<file path="src/rtl/neuron_acc_seq_if.sv">
// Stream, MAC-operand and status bundle for neuron_acc_seq.
//
// Signals:
//   start, bias                 - begin a neuron, initial accumulator value
//   in_valid/in_ready/in_x/in_w - input/weight pair stream
//   mac_x/mac_w/mac_b           - operands driven to the external combinational MAC
//   mac_result                  - MAC output (mac_b + mac_x*mac_w, truncated)
//   out_valid/out_ready/out_data - neuron result stream
//   busy                        - block is not idle
//
// Modports: master is the environment side (producer, MAC and consumer); slave is
// the neuron controller.
interface neuron_acc_seq_if #(
  parameter int W = 8
);
  logic                start;
  logic signed [W-1:0] bias;
  logic                in_valid;
  logic                in_ready;
  logic signed [W-1:0] in_x;
  logic signed [W-1:0] in_w;
  logic signed [W-1:0] mac_x;
  logic signed [W-1:0] mac_w;
  logic signed [W-1:0] mac_b;
  logic signed [W-1:0] mac_result;
  logic                out_valid;
  logic                out_ready;
  logic signed [W-1:0] out_data;
  logic                busy;

  modport master (
    output start, bias, in_valid, in_x, in_w, mac_result, out_ready,
    input  in_ready, mac_x, mac_w, mac_b, out_valid, out_data, busy
  );

  modport slave (
    input  start, bias, in_valid, in_x, in_w, mac_result, out_ready,
    output in_ready, mac_x, mac_w, mac_b, out_valid, out_data, busy
  );
endinterface

</file>
<file path="src/rtl/neuron_acc_seq.sv">
// Sequential neuron controller wrapped around an external combinational MAC.
//
// On start (IDLE only) the accumulator is loaded with bias; each accepted input pair
// replaces the accumulator with the MAC result, whose bias operand is the accumulator
// itself. After N_INPUTS pairs the result is presented on a valid/ready output.
//
// Ports:
//   clk, rst_n  - rising-edge clock, asynchronous active-low reset
//   bus (slave) - start/bias, input pair stream, MAC operands/result, output stream, busy
//
// Build option: define NEURON_RELU_EN to clamp negative results to zero (ReLU);
// otherwise the accumulator is output unchanged. Timing is identical in both builds.
module neuron_acc_seq #(
  parameter int INTE_WIDTH = 2,
  parameter int SIGN_BIT   = 1,
  parameter int FRAC_WIDTH = 5,
  parameter int N_INPUTS   = 4
) (
  input  logic            clk,
  input  logic            rst_n,
  neuron_acc_seq_if.slave bus
);

  localparam int W  = SIGN_BIT + INTE_WIDTH + FRAC_WIDTH;
  localparam int CW = $clog2(N_INPUTS + 1);

  localparam logic [CW-1:0] LastCnt = CW'(N_INPUTS - 1);

  localparam logic [1:0] StIdle = 2'd0;
  localparam logic [1:0] StAcc  = 2'd1;
  localparam logic [1:0] StOut  = 2'd2;

  logic [1:0]          state_q, state_d;
  logic signed [W-1:0] acc_q, acc_d;
  logic [CW-1:0]       cnt_q, cnt_d;
  logic                beat;

  // in_ready is exactly "state is ACC", so a beat needs only in_valid there.
  assign beat = (state_q == StAcc) && bus.in_valid;

  always_comb begin
    state_d = state_q;
    acc_d   = acc_q;
    cnt_d   = cnt_q;
    case (state_q)
      StIdle: begin
        if (bus.start) begin
          acc_d   = bus.bias;
          cnt_d   = '0;
          state_d = StAcc;
        end
      end
      StAcc: begin
        if (beat) begin
          acc_d = bus.mac_result;
          cnt_d = cnt_q + 1'b1;
          if (cnt_q == LastCnt) begin
            state_d = StOut;
          end
        end
      end
      StOut: begin
        // start is not looked at here, so a start coinciding with the handshake is dropped.
        if (bus.out_ready) begin
          state_d = StIdle;
        end
      end
      default: state_d = StIdle;
    endcase
  end

  always_ff @(posedge clk or negedge rst_n) begin
    if (!rst_n) begin
      state_q <= StIdle;
      acc_q   <= '0;
      cnt_q   <= '0;
    end else begin
      state_q <= state_d;
      acc_q   <= acc_d;
      cnt_q   <= cnt_d;
    end
  end

  // MAC operands: pair passes straight through, running sum is fed back as bias.
  assign bus.mac_x = bus.in_x;
  assign bus.mac_w = bus.in_w;
  assign bus.mac_b = acc_q;

  assign bus.in_ready  = (state_q == StAcc);
  assign bus.out_valid = (state_q == StOut);
  assign bus.busy      = (state_q != StIdle);

  // Output comes from registers only; it reads zero outside OUT.
`ifdef NEURON_RELU_EN
  assign bus.out_data = ((state_q == StOut) && !acc_q[W-1]) ? acc_q : '0;
`else
  assign bus.out_data = (state_q == StOut) ? acc_q : '0;
`endif

endmodule

</file>
<file path="src/flat_wrapper.sv">
// flat-port wrapper written by rule: the top's interface ports become plain ports
module neuron_acc_seq_flat 
#(
  parameter int INTE_WIDTH = 2,
  parameter int SIGN_BIT   = 1,
  parameter int FRAC_WIDTH = 5,
  parameter int N_INPUTS   = 4
)
  (clk, rst_n, bus_start, bus_bias, bus_in_valid, bus_in_x, bus_in_w, bus_mac_result, bus_out_ready, bus_in_ready, bus_mac_x, bus_mac_w, bus_mac_b, bus_out_valid, bus_out_data, bus_busy);
  neuron_acc_seq_if #(.W((SIGN_BIT + INTE_WIDTH + FRAC_WIDTH))) bus_i ();
  input  logic clk;
  input  logic rst_n;
  input wire logic [$bits(bus_i.start)-1:0] bus_start;
  input wire logic [$bits(bus_i.bias)-1:0] bus_bias;
  input wire logic [$bits(bus_i.in_valid)-1:0] bus_in_valid;
  input wire logic [$bits(bus_i.in_x)-1:0] bus_in_x;
  input wire logic [$bits(bus_i.in_w)-1:0] bus_in_w;
  input wire logic [$bits(bus_i.mac_result)-1:0] bus_mac_result;
  input wire logic [$bits(bus_i.out_ready)-1:0] bus_out_ready;
  output wire logic [$bits(bus_i.in_ready)-1:0] bus_in_ready;
  output wire logic [$bits(bus_i.mac_x)-1:0] bus_mac_x;
  output wire logic [$bits(bus_i.mac_w)-1:0] bus_mac_w;
  output wire logic [$bits(bus_i.mac_b)-1:0] bus_mac_b;
  output wire logic [$bits(bus_i.out_valid)-1:0] bus_out_valid;
  output wire logic [$bits(bus_i.out_data)-1:0] bus_out_data;
  output wire logic [$bits(bus_i.busy)-1:0] bus_busy;
  assign bus_i.start = bus_start;
  assign bus_i.bias = bus_bias;
  assign bus_i.in_valid = bus_in_valid;
  assign bus_i.in_x = bus_in_x;
  assign bus_i.in_w = bus_in_w;
  assign bus_i.mac_result = bus_mac_result;
  assign bus_i.out_ready = bus_out_ready;
  assign bus_in_ready = bus_i.in_ready;
  assign bus_mac_x = bus_i.mac_x;
  assign bus_mac_w = bus_i.mac_w;
  assign bus_mac_b = bus_i.mac_b;
  assign bus_out_valid = bus_i.out_valid;
  assign bus_out_data = bus_i.out_data;
  assign bus_busy = bus_i.busy;
  neuron_acc_seq #(.INTE_WIDTH(INTE_WIDTH), .SIGN_BIT(SIGN_BIT), .FRAC_WIDTH(FRAC_WIDTH), .N_INPUTS(N_INPUTS)) u_core (.clk(clk), .rst_n(rst_n), .bus(bus_i));
endmodule
</file>
<file path="config.mk">
export PLATFORM = sky130hd
export DESIGN_NAME = neuron_acc_seq_flat
export DESIGN_NICKNAME = d
export VERILOG_FILES = /design/src/rtl/neuron_acc_seq_if.sv /design/src/rtl/neuron_acc_seq.sv /design/src/flat_wrapper.sv
export SDC_FILE = /design/constraint.sdc
export NUM_CORES = 1
export LEC_CHECK = 0
export ABC_CLOCK_PERIOD_IN_PS = 3700
export BUFFER_PORTS_ARGS = -buffer_cell sky130_fd_sc_hd__buf_2
export CAP_MARGIN = 20
export CORE_UTILIZATION = 41
export DETAILED_ROUTE_END_ITERATION = 16
export GPL_ROUTABILITY_DRIVEN = 0
export GPL_TIMING_DRIVEN = 0
export PLACE_DENSITY = 0.86
export SYNTH_ARGS = -nofsm -noshare
export SYNTH_HDL_FRONTEND = slang
export SYNTH_SLANG_ARGS = --single-unit
</file>
<file path="constraint.sdc">
create_clock -name clk -period 3.7 [get_ports clk]
set_input_delay 0.185 -clock clk [delete_from_list [all_inputs] [get_ports clk]]
set_output_delay 0.185 -clock clk [all_outputs]
set_load 0.02 [all_outputs]
</file>
==> results.ini, run 1 <==
[worst_setup_path]
critPathLaunchType = register
regToRegSetupSlack_ps = 2230
crit_type = reg -> out
crit_fanout = 10
r2r-start = u_core.state_q[0]$_DFFE_PN0P_
crit_arrival_ps = 1530
critPathCaptureType = output port
cp-startpoint = u_core.state_q[0]$_DFFE_PN0P_
rr_endpoint = u_core.bus.mac_b[7]$_DFFE_PN0P_
crit_required_ps = 3510
r2r_cells = 4

[clock_tree]
cts_tree = yes
htreeDepth = 1
cts-root-buf = clkbuf_4
cts_buffer_depth = 2
ctsResizeCount = 0
holdBufCountCts = 1
clock_latency_ps = 270
cts-buffers-inserted = 3
cts_setup_buffers = 0
clk_pin_slew_worst_paths_ps = 70
clock-sinks = 13

[sta]
worst_pin_slew_ps = 320.2
slew_viol_final = 0
fmax_mhz = 581.6
finClkSkew_ps = 0.8905
fin_crit_sh_pct = 46.47
rsz0062_at_grt = no
tns_ps = 0
max_slew_margin_pct = 78.65
setup_viol = 0
layout_min_cycle_time_ps = 1719
hold_viol = 0

[cells_and_area]
syn2layout_area_growth_pct = 39.09
fin_cells = 162
drive_gt1_share_pct = 70.37
finalInstanceArea_mm2 = 0.001229
diodes = 0
fin_nets = 175

[yosys]
synth_top_flop_cell = dfrtp_1
synth_top_cell_by_area = dfrtp_1
synthTopCellsByArea = dfrtp_1, mux2_4, buf_4, and2_1, mux2_2
synth_fp_nets = 114
yosysSeqAreaShare_pct = 36.83
synth_edf_count = 0
ys_ff_latch = 13
synth_cells = 75
postSynthAreaPerCell_um2 = 11.78
async_reset_ff_share_pct = 100.0
yosysWarnings = 0
yosysTopAreaCellShare_pct = 36.83
syn_area_um2 = 883.3
synth_commonest_cells = buf_4, dfrtp_1, mux2_4, and2_1, mux2_2
yosysUniqueCellTypes = 19
synth.most_common_cell = buf_4

[drt]
post_drt_wl_per_cell_um = 10.46
drt_wl_total_um = 1694
vias = 717
drt-initial-drc-count = 12
ant_nets = 0
drcViolationCount = 0
avgViaCountPerCell = 4.426
dr.pass1.iters = 4

[floorplanning]
die_h_um = 48.42
start_util_pct = 44.12
core_mm2 = 0.002002
die_x_um = 48.42
std_cell_rows = 16
ios = 72
dieArea_mm2 = 0.002344

[grt]
antenna_found_initial = 0
grt.overflow.total = 0
grt_pass1_wl_um = 2877
grt_start_max_net_pins = 14
grt_usage_pct = 15.98
grt_pass1_vias = 670

[placement]
placed_area_mm2 = 0.001192
dp.cells = 157
portBuffers = 55

[pwr]
leakage_nw = 0.7097
power.total_mw = 0.8319
p_per_area_mw_per_mm2 = 677.1
vdd_drop_max_mv = 0.3729

[min_path]
hold_path_depth = 2
min_to = u_core.state_q[1]$_DFFE_PN0P_
hold_path.class = in -> reg
min_from = bus_out_ready

[flow_run]
maxCapViolCount = 0

[outcome]
status = finished, final reports clean

-- how the worst max path moves through the flow --
stage	end	slack [ps]	cells after the start
global placement	u_core.bus.mac_b[7]$_DFFE_PN0P_	2250	4
detailed placement	u_core.bus.mac_b[7]$_DFFE_PN0P_	2240	4
global route	bus_out_data[1]	1860	4
CTS	bus_out_data[2]	1940	4
floorplan	bus_out_data[0]	2270	3
finish	bus_out_data[2]	1980	4
-- flip-flops by register name (all words and copies together), names as in the netlist --
name,cells
u_core.bus.mac_b,8
u_core.cnt_q,3
u_core.state_q,2
-- through the flow --
stage	hold WS (ps)	utilization, %	setup slack, ps
CTS	104.7	61.38	1943
global placement	76.24	59.56	2254
global route	134.1	61.38	1855
finish	102.7	61.38	1981
detailed placement	80.81	59.56	2236
floorplan	-110.6	-	2274
-- per-layer routing --
metal / global-route usage (%) / wire [µm]
met1: 17.84 / 707
met2: 29.34 / 814
met3: 3.774 / 154
met4: 5.882 / 18
met5: 0 / 0
-- layout make-up --
type,count,area (µm²)
tap,27,33.78
clock buffer,4,26.28
buffer,19,151.4
sequential,13,325.3
inverter,3,11.26
multi-input combinational,40,395.4
fill,179,773.2
timing repair buffer,56,285.3
-- cells in the final DEF (no fill, tap or decap), drive strengths merged --
cell type / instances
nor2: 2
clkbuf: 5
and2b: 1
buf: 73
inv: 3
nand3: 2
mux2: 16
ha: 2
nand2: 1
nor2b: 1
o22ai: 1
dlygate4sd3: 1
and2: 8
dfrtp: 13
a311oi: 1
o21ai: 2
mux2i: 2
or2: 1
-- logic make-up (layout without fill, tap and decap cells) --
kind of cell | after synthesis | after routing | synth area share [%]
buf+inv | 22 | 82 | 18.41
simple gates | 16 | 16 | 11.33
mux | 18 | 18 | 27.76
compound gates | 4 | 4 | 2.834
flops | 13 | 13 | 36.83
fa+ha+maj | 2 | 2 | 2.832
-- critical path, cell delays in order, from the launching register on --
cell	delay (ps)
dfrtp_1	430
and2b_2	220
clkbuf_1	270
and2_1	180
buf_2	160
-- where the power goes --
| group | total [mW] | internal [mW] | switching, mW |
|---|---|---|---|
| registers | 0.260 | 0.210 | 0.0497 |
| logic | 0.487 | 0.263 | 0.224 |
| clock network | 0.0850 | 0.0418 | 0.0432 |
(Power assumes the default switching activity.)
==> run 2: changes to the inputs <==
--- a/config.mk
+++ b/config.mk
@@ -5,14 +5,15 @@
 export SDC_FILE = /design/constraint.sdc
 export NUM_CORES = 1
 export LEC_CHECK = 0
-export ABC_CLOCK_PERIOD_IN_PS = 3700
+export ABC_AREA = 1
+export ABC_CLOCK_PERIOD_IN_PS = 1800
 export BUFFER_PORTS_ARGS = -buffer_cell sky130_fd_sc_hd__buf_2
 export CAP_MARGIN = 20
-export CORE_UTILIZATION = 41
+export CORE_UTILIZATION = 39
 export DETAILED_ROUTE_END_ITERATION = 16
 export GPL_ROUTABILITY_DRIVEN = 0
 export GPL_TIMING_DRIVEN = 0
-export PLACE_DENSITY = 0.86
+export PLACE_DENSITY = 0.82
 export SYNTH_ARGS = -nofsm -noshare
 export SYNTH_HDL_FRONTEND = slang
 export SYNTH_SLANG_ARGS = --single-unit
==> constraint.sdc (replaced) <==
create_clock -name clk -period 1.8 [get_ports clk]
set_input_delay 0.09 -clock clk [delete_from_list [all_inputs] [get_ports clk]]
set_output_delay 0.09 -clock clk [all_outputs]
set_load 0.02 [all_outputs]
==> run 2 against run 1 <==
Against the previous run: critical path type unchanged; die area increased by 8.0%; worst setup slack got worse by 1700 ps; synthesized cell count increased by 65%; clock skew about the same; register-to-register slack got worse by 1600 ps; area after synthesis increased by 3.1%; total power increased by 100%; cell count increased by 31%; sequential power increased by 100%; via count increased by 40%; core utilization decreased by 4.1 points; count of clock-buffer cells in the layout unchanged.
==> results.ini, run 2 <==
[floorplanning]
ios = 72  ; unchanged
die_x_um = 50.33  ; +3.9%
die_h_um = 50.33  ; +3.9%
start_util_pct = 41.18  ; -2.9 points
core_mm2 = 0.002212  ; +10%
std_cell_rows = 17  ; +1
dieArea_mm2 = 0.002533  ; +8.0%

[clock_tree]
cts-root-buf = clkbuf_4
cts_buffer_depth = 2  ; unchanged
htreeDepth = 1  ; unchanged
clock-sinks = 13  ; unchanged
cts_tree = yes
clock_latency_ps = 270  ; about the same
clk_pin_slew_worst_paths_ps = 80  ; about the same
cts-buffers-inserted = 3  ; unchanged
ctsResizeCount = 0  ; unchanged

[cells_and_area]
fin_cells = 213  ; +31%
syn2layout_area_growth_pct = 39.15  ; about the same
largest_reg_flops = 8  ; unchanged
final_cell_mix = buf_2, nand2_1, nand3_1
drive_gt1_share_pct = 45.95  ; -24 points
fin_nets = 225  ; +29%
diodes = 0  ; unchanged
multi_input_area_um2 = 375.4  ; -5.1%
seq_area_um2 = 325.3  ; unchanged
fill_cells = 214  ; +20%
mostFrequentLayoutCell = buf_2

[grt]
grt_pass1_vias = 860  ; +28%
grt.overflow.total = 0  ; unchanged
grt_pass1_wl_um = 3670  ; +28%
grt_start_max_net_pins = 14  ; unchanged
antenna_found_initial = 0  ; unchanged
grt_usage_pct = 19.32  ; +3.3 points

[min_path]
min_from = bus_bias[7]
hold_path_depth = 5  ; +3
hold_path.class = in -> reg
min_to = u_core.bus.mac_b[7]$_DFFE_PN0P_

[worst_setup_path]
crit_slowest_cell = dfrtp_1
regToRegSetupSlack_ps = 590  ; -1640 ps
crit_required_ps = 1710  ; -1800 ps
crit_fanout = 10  ; unchanged
crit_type = reg -> out
critPathLaunchType = register
crit_family = buffers and inverters
r2r-start = u_core.cnt_q[0]$_DFFE_PN0P_
crit_arrival_ps = 1440  ; -90 ps
worstPathCellList = buf_4 > inv_1 > nand2_2 > nor2_1 > buf_2
critPathCaptureType = output port
r2r_cells = 4  ; unchanged
path_buf_inv = 3  ; +1
rr_endpoint = u_core.cnt_q[2]$_DFFE_PN0P_
cpPeakStageDelay_ps = 420  ; about the same

[yosys]
yosysTopAreaCellShare_pct = 35.71  ; -1.1 points
synth.most_common_cell = nand2_1
synth_fp_nets = 163  ; +43%
yosysWarnings = 0  ; unchanged
synth_top_cell_by_area = dfrtp_1
syn_area_um2 = 910.9  ; +3.1%
synthTopCellsByArea = dfrtp_1, nand2_1, buf_4, nand3_1, inv_1
yosysSeqAreaShare_pct = 35.71  ; -1.1 points
synth_commonest_cells = nand2_1, nand3_1, buf_4, dfrtp_1, inv_1
async_reset_ff_share_pct = 100.0  ; unchanged
postSynthAreaPerCell_um2 = 7.346  ; -38%
synth_cells = 124  ; +65%
synth_top_flop_cell = dfrtp_1
ys_ff_latch = 13  ; unchanged
yosysUniqueCellTypes = 15  ; -4
synth_edf_count = 0  ; unchanged

[sta]
slew_viol_final = 0  ; unchanged
finClkSkew_ps = 1.279  ; +0.3890 ps
fin_crit_sh_pct = 84.92
layout_min_cycle_time_ps = 1529
worst_pin_slew_ps = 304.0  ; -16.17 ps
max_slew_margin_pct = 79.73  ; +1.1 points
rsz0062_at_grt = no
setup_viol = 0  ; unchanged
fmax_mhz = 654.2
hold_viol = 0  ; unchanged
tns_ps = 0  ; unchanged

[pwr]
leakage_nw = 0.7957  ; +12%
p_per_area_mw_per_mm2 = 1317  ; +95%
vdd_drop_max_mv = 0.6969  ; +87%

[drt]
dr.pass1.iters = 4  ; unchanged
drt-initial-drc-count = 26  ; +14
vias = 1002  ; +40%
avgViaCountPerCell = 4.704  ; +6.3%
drt_wl_total_um = 2289  ; +35%
drcViolationCount = 0  ; unchanged
post_drt_wl_per_cell_um = 10.75  ; +2.8%
ant_nets = 0  ; unchanged

[placement]
dp.cells = 207  ; +32%
portBuffers = 55  ; unchanged
hpwl_um = 1744

[outcome]
status = finished, final reports clean

[flow_run]
maxCapViolCount = 0  ; unchanged

run 2: cell types whose count changed in the layout (fill, tap and decap cells not counted), moves of 2 or more:
cell | before | now
and2_1 | 8 | 0
buf_6 | 0 | 2
inv_1 | 3 | 12
mux2_2 | 4 | 0
mux2_4 | 12 | 0
mux2i_1 | 2 | 0
nand2_1 | 1 | 38
nand2_2 | 0 | 3
nand3_1 | 2 | 21
nor2_1 | 2 | 9
o21ai_0 | 2 | 0
or2_1 | 0 | 2
run 2: worst register-to-register path: stages, from the launching register on:
cell	delay [ps]
dfrtp_1	400
ha_1	210
ha_1	270
or2_1	220
nand2_1	60
run 2: power breakdown:
part / internal (mW) / switching [mW] / total (mW)
combinational: 0.359 / 0.603 / 0.961
sequential: 0.422 / 0.103 / 0.525
clock: 0.0858 / 0.0976 / 0.183
run 2: what timing repair did:
action / CTS / global route
hold buffers: 2 / 0
setup buffers: 0 / 0
setup endpoints to repair: 0 / 0
endpoints found under the hold margin: 14 / 0
run 2: per-layer routing:
layer  routed length, µm  global-route usage [%]  up-vias
met1                 901                   22.26      447
met3                 198                   3.333        4
met2                1163                   34.44       58
met5                   0                       0        -
met4                  26                   8.796        0
li1                    -                       -      493
run 2: layout make-up:
class	count	area share, %
inverters	14	4.738
repair buffers	57	23.30
flip-flops and latches	13	25.67
well taps	28	2.764
plain buffers	19	11.85
clock buffers	4	2.073
multi-input cells	78	29.61
run 2: how the worst max path moves through the flow:
| stage | slack [ps] | startpoint | depth (start not counted) | endpoint |
|---|---|---|---|---|
| 2_1_floorplan | 660 | u_core.state_q[0]$_DFFE_PN0P_ | 4 | bus_out_data[0] |
| 3_3_place_gp | 610 | u_core.state_q[0]$_DFFE_PN0P_ | 5 | bus_out_data[7] |
| 3_5_place_dp | 570 | u_core.state_q[0]$_DFFE_PN0P_ | 5 | bus_out_data[6] |
| 4_1_cts | 270 | u_core.state_q[0]$_DFFE_PN0P_ | 5 | bus_out_data[6] |
| 5_1_grt | 140 | u_core.state_q[0]$_DFFE_PN0P_ | 5 | bus_out_data[6] |
| 6_report | 270 | u_core.state_q[0]$_DFFE_PN0P_ | 5 | bus_out_data[6] |
run 2: cell families (layout without fill, tap and decap cells):
logic type,after synthesis,after routing,share of synthesized area (%)
adders and majority gates,2,2,2.747
buffers and inverters,33,94,23.08
DFF,13,13,35.71
and+or+nand+nor,75,75,37.50
AOI/OAI and AO/OA,1,1,0.9617
run 2: stage by stage:
stage	util, %	power [mW]	hold slack (ps)	area, µm²	setup slack [ps]
2_1_floorplan	-	1.205	-205.6	910.9	664.9
3_3_place_gp	55.20	1.448	-8.254	1221	611.2
3_5_place_dp	55.20	1.491	-7.962	1221	574.2
4_1_cts	57.30	1.680	91.31	1267	268.7
5_1_grt	57.30	1.817	97.30	1267	138.5
6_report	57.30	1.670	90.37	1267	271.4
